**src/rtl/rr_stream_merge.sv**
```systemverilog
// rr_stream_merge: round-robin N-to-1 valid/ready stream merger with a
// registered output stage.
//
// Each cycle, this block picks at most one valid producer. The search starts
// at a rotating priority pointer and wraps modulo INPUTS. When the output
// register can load, the chosen word is captured together with the index of
// its source. Downstream logic can then use out_src to steer the word back
// per source.
//
// Ports:
//   clock      sole clock, posedge
//   reset      asynchronous active-low reset
//   in_valid   per-producer valid, bit i = port i
//   in_ready   per-producer accept (combinational from state and in_valid)
//   in_data    per-producer data words
//   out_valid  registered output valid
//   out_ready  downstream accept
//   out_data   registered merged word
//   out_src    index of the port that supplied out_data
module rr_stream_merge #(
   parameter int unsigned INPUTS = 4,
   parameter int unsigned WIDTH  = 8
) (
   input  logic                      clock,
   input  logic                      reset,
   input  logic [INPUTS-1:0]         in_valid,
   output logic [INPUTS-1:0]         in_ready,
   input  logic [WIDTH-1:0]          in_data [INPUTS-1:0],
   output logic                      out_valid,
   input  logic                      out_ready,
   output logic [WIDTH-1:0]          out_data,
   output logic [$clog2(INPUTS)-1:0] out_src
);

   localparam int unsigned SrcW  = $clog2(INPUTS);
   // One extra bit: ptr + offset can reach 2*INPUTS-2 before the wrap.
   localparam int unsigned CandW = SrcW + 1;

   logic [SrcW-1:0]   ptr_q, ptr_d;
   logic              out_valid_q, out_valid_d;
   logic [WIDTH-1:0]  out_data_q, out_data_d;
   logic [SrcW-1:0]   out_src_q, out_src_d;

   logic              load;
   logic              grant_any;
   logic [SrcW-1:0]   grant_idx;
   logic [INPUTS-1:0] grant;
   logic [CandW-1:0]  cand_w;
   logic [SrcW-1:0]   cand;

   // The output register may take a new word when it is empty or is being
   // popped in this same cycle.
   assign load = ~out_valid_q | out_ready;

   // Rotating-priority search. Candidate indices are reduced modulo INPUTS,
   // so a non-power-of-two port count never reaches an index past INPUTS-1.
   always_comb begin
      grant_any = 1'b0;
      grant_idx = '0;
      cand_w    = '0;
      cand      = '0;
      for (int unsigned k = 0; k < INPUTS; k++) begin
         cand_w = {1'b0, ptr_q} + CandW'(k);
         if (cand_w >= CandW'(INPUTS)) begin
            cand_w = cand_w - CandW'(INPUTS);
         end
         cand = cand_w[SrcW-1:0];
         if (!grant_any && in_valid[cand]) begin
            grant_any = 1'b1;
            grant_idx = cand;
         end
      end
   end

   always_comb begin
      grant            = '0;
      grant[grant_idx] = grant_any;
   end

   // Gate with reset so that no producer sees an accept while the block is held in reset.
   assign in_ready = (load && reset) ? grant : '0;

   always_comb begin
      ptr_d       = ptr_q;
      out_valid_d = out_valid_q;
      out_data_d  = out_data_q;
      out_src_d   = out_src_q;
      if (load) begin
         if (grant_any) begin
            out_valid_d = 1'b1;
            out_data_d  = in_data[grant_idx];
            out_src_d   = grant_idx;
            ptr_d       = (grant_idx == SrcW'(INPUTS - 1)) ? '0 : grant_idx + SrcW'(1);
         end else begin
            // The register is drained and nothing new arrives. Data, source
            // and pointer keep their last values.
            out_valid_d = 1'b0;
         end
      end
   end

   always_ff @(posedge clock or negedge reset) begin
      if (!reset) begin
         ptr_q       <= '0;
         out_valid_q <= 1'b0;
         out_data_q  <= '0;
         out_src_q   <= '0;
      end else begin
         ptr_q       <= ptr_d;
         out_valid_q <= out_valid_d;
         out_data_q  <= out_data_d;
         out_src_q   <= out_src_d;
      end
   end

   assign out_valid = out_valid_q;
   assign out_data  = out_data_q;
   assign out_src   = out_src_q;

endmodule

```
**config.mk**
```make
export PLATFORM = sky130hd
export DESIGN_NAME = rr_stream_merge
export DESIGN_NICKNAME = d
export VERILOG_FILES = /design/src/rtl/rr_stream_merge.sv
export SDC_FILE = /design/constraint.sdc
export NUM_CORES = 1
export LEC_CHECK = 0
export CORE_ASPECT_RATIO = 1.1
export CORE_MARGIN = 1.5
export CORE_UTILIZATION = 36
export CTS_BUF_LIST = sky130_fd_sc_hd__clkbuf_8 sky130_fd_sc_hd__clkbuf_16
export DETAILED_ROUTE_END_ITERATION = 16
export PLACE_DENSITY = 0.76
export SYNTH_ARGS = -nofsm -noshare
export SYNTH_HDL_FRONTEND = slang
export SYNTH_SLANG_ARGS = --single-unit
```
**constraint.sdc**
```tcl
create_clock -name clock -period 2.7 [get_ports clock]
set_input_delay 0.675 -clock clock [delete_from_list [all_inputs] [get_ports clock]]
set_output_delay 0.675 -clock clock [all_outputs]
set_load 0.02 [all_outputs]
```
==> results.cfg, run 1 <==
[detailed_routing]
routed_wl_um = 2650
drtPass1Iterations = 4
ant_nets = 0
drt_iter0_drc = 15
wl_per_cell_um = 14.1
drc = 0
avgViaCountPerCell = 5.13
via_count = 964

[sta]
fin_crit_sh_pct = 97.6
slew_headroom_pct = 79.7
worst_clock_skew_ps = 13.2
hold_violations = 0
fmax_ghz = 0.379
worst_slew_pin_slew_ps = 304
worst_slack_ps = 63.7
min_period_ps = 2640
finalSetupViolations = 0
rsz0062_at_grt = false
drv_slew = 0

[cells_and_area]
nets = 199
drive_gt1_share_pct = 17.1
layoutNonFillerInstCount = 188
area.sequential_um2 = 325
diodes = 0
multiInputGateArea_um2 = 488
layout_common_cells = 45 x clkdlybuf4s50_1, 15 x buf_4, 13 x dfrtp_1
post-route-util_pct = 69.0
syn_to_final_growth_pct = 82.2
fill_cells = 185
fin_area_um2 = 1540
layout_commonest_cell = clkdlybuf4s50_1

[place]
dp.cells = 184
dp_hpwl_um = 2170
place_ws_ps = -636
place_area_um2 = 1490
io_buffer_count = 53
routabilityCongestion = 0.747

[worst_setup_path]
path_max_fanout = 4
cp.arrival_ps = 1960
r2r_cells = 5
crit_type = input port to primary output
cp.required_ps = 2030
crit_path_start_kind = input port
cp-end-kind = primary output

[grt]
grt_overflow_total = 0
grt_util_all_layers_pct = 20.7
grt_pass1_vias = 908
grt_max_degree = 10
grt_pass1_wl_um = 4060
antenna_found_initial = 0

[clock_tree]
clkSinkCount = 13
clk_latency_ps = 250
htreeDepth = 1
numCtsBuffers = 3
cts.clk_slew.worst_paths_ps = 50
cts_tree = yes
clockBufferDepth = 2
cts_root_buf = clkbuf_8

[floorplan]
std_cell_rows = 18
die_w_um = 49.2
core_um2 = 2230
design.die.area_um2 = 2650
chipHeight_um = 53.8
ios = 54
initial_core_util_pct = 37.9

[synthesis]
synth_nets = 131
netlist_instances = 91
synth.distinct_cells = 24
yosysTopAreaCell = dfrtp_1
synth_top_area_share_pct = 38.5
syn_area_per_cell_um2 = 9.28
ys_seq_area_share_pct = 38.5
synth_area_um2 = 845
synth.area.top_cells = dfrtp_1 39%, mux2i_1 9.5%, a221oi_1 8.3%
ys_ff_latch = 13
yosysWarnings = 0

[outcome]
status = finished clean

[hold_path]
hold_depth = 2
hold_path_class = flip-flop to flip-flop

[power_and_ir_drop]
peakVddDrop_uv = 414
pwr_density_cell_nw_per_um2 = 678
p_leak_nw = 0.693

[run]
drv_cap = 0
==> path summary, 6_finish.rpt <==
kind	start	end	slack [ps]
hold / removal	out_src[1]	out_src[1]	470
hold reg to reg	out_src[1]	out_src[1]	470
max in group asynchronous	reset	out_data[0]	1700
min in group asynchronous	reset	ptr_q[1]	820
setup reg to reg	ptr_q[1]	out_data[1]	1070
setup / recovery	in_valid[1]	in_ready[3]	60
==> what timing repair did <==
action                     4_1_cts  5_1_grt
pin swaps                        2        2
setup endpoints to repair        4        4
gates resized for setup         18        5
hold buffers                     0        0
buffers inserted                 0        0
==> routing by layer <==
layer	global-route usage, %	wire [µm]	vias up
li1	-	-	479
met1	23.2	1040	452
met2	39.0	1470	29
met3	4.17	117	4
met5	0	0	-
met4	8.10	24	0
==> cells in the mapped netlist <==
cell type  instances
dfrtp_1           13
nor2_1            10
nand2_1            9
a221oi_1           8
mux2i_1            8
o22ai_1            8
a21oi_1            5
buf_2              4
nand2b_1           4
and3_1             3
a21o_1             2
inv_1              2
nand3_1            2
nor2b_1            2
o21ai_1            2
and4_1             1
buf_6              1
ha_1               1
nor2b_2            1
nor4_4             1
o211a_1            1
o22a_1             1
o22ai_2            1
o32a_1             1
==> critical path: stages <==
cell and delay, ps:
clkdlybuf4s15_2 230, nand2b_1 140, a21oi_1 50, o32a_1 380, ha_1 180, and3_1 150
buf_2 150
==> cell type report <==
class,count,area share (%)
timing repair buffer,68,41.3
multi-input combinational,71,31.7
sequential,13,21.1
clock buffer,3,2.68
tap,30,2.44
inverter,2,0.488
clock inverter,1,0.244
==> through the flow <==
step / power (mW) / setup TNS (ps) / hold slack [ps]
4_1_cts: 1.04 / 0 / 475
6_report: 1.04 / 0 / 470
3_3_place_gp: 0.869 / -2330 / 465
3_5_place_dp: 0.876 / -2420 / 462
5_1_grt: 1.11 / 0 / 513
2_1_floorplan: 0.617 / 0 / 379
==> cell families after synthesis <==
family | Yosys count | synth area share [%]
fa+ha+maj | 1 | 1.48
mux | 8 | 9.48
buf+inv | 7 | 4.59
flops | 13 | 38.5
compound gates | 29 | 25.0
simple gates | 33 | 20.9
==> report_power, final <==
group          total [mW]  switching, mW  internal (mW)
sequential          0.309         0.0537          0.256
combinational       0.559          0.269          0.291
clock               0.175         0.0744          0.100
total                1.04          0.397          0.646
==> flip-flops by register name, indices dropped and copies added (netlist names) <==
signal     cells
ptr_q          2
out_src        2
out_valid      1
out_data       8
No activity file was read; power rests on OpenSTA's default activity.
==> run 2: changes to the inputs <==
CTS_CLUSTER_SIZE = 25   (was not set)
==> results of run 2 <==
No change in the layout: final DEF, timing and power equal those of run 1.
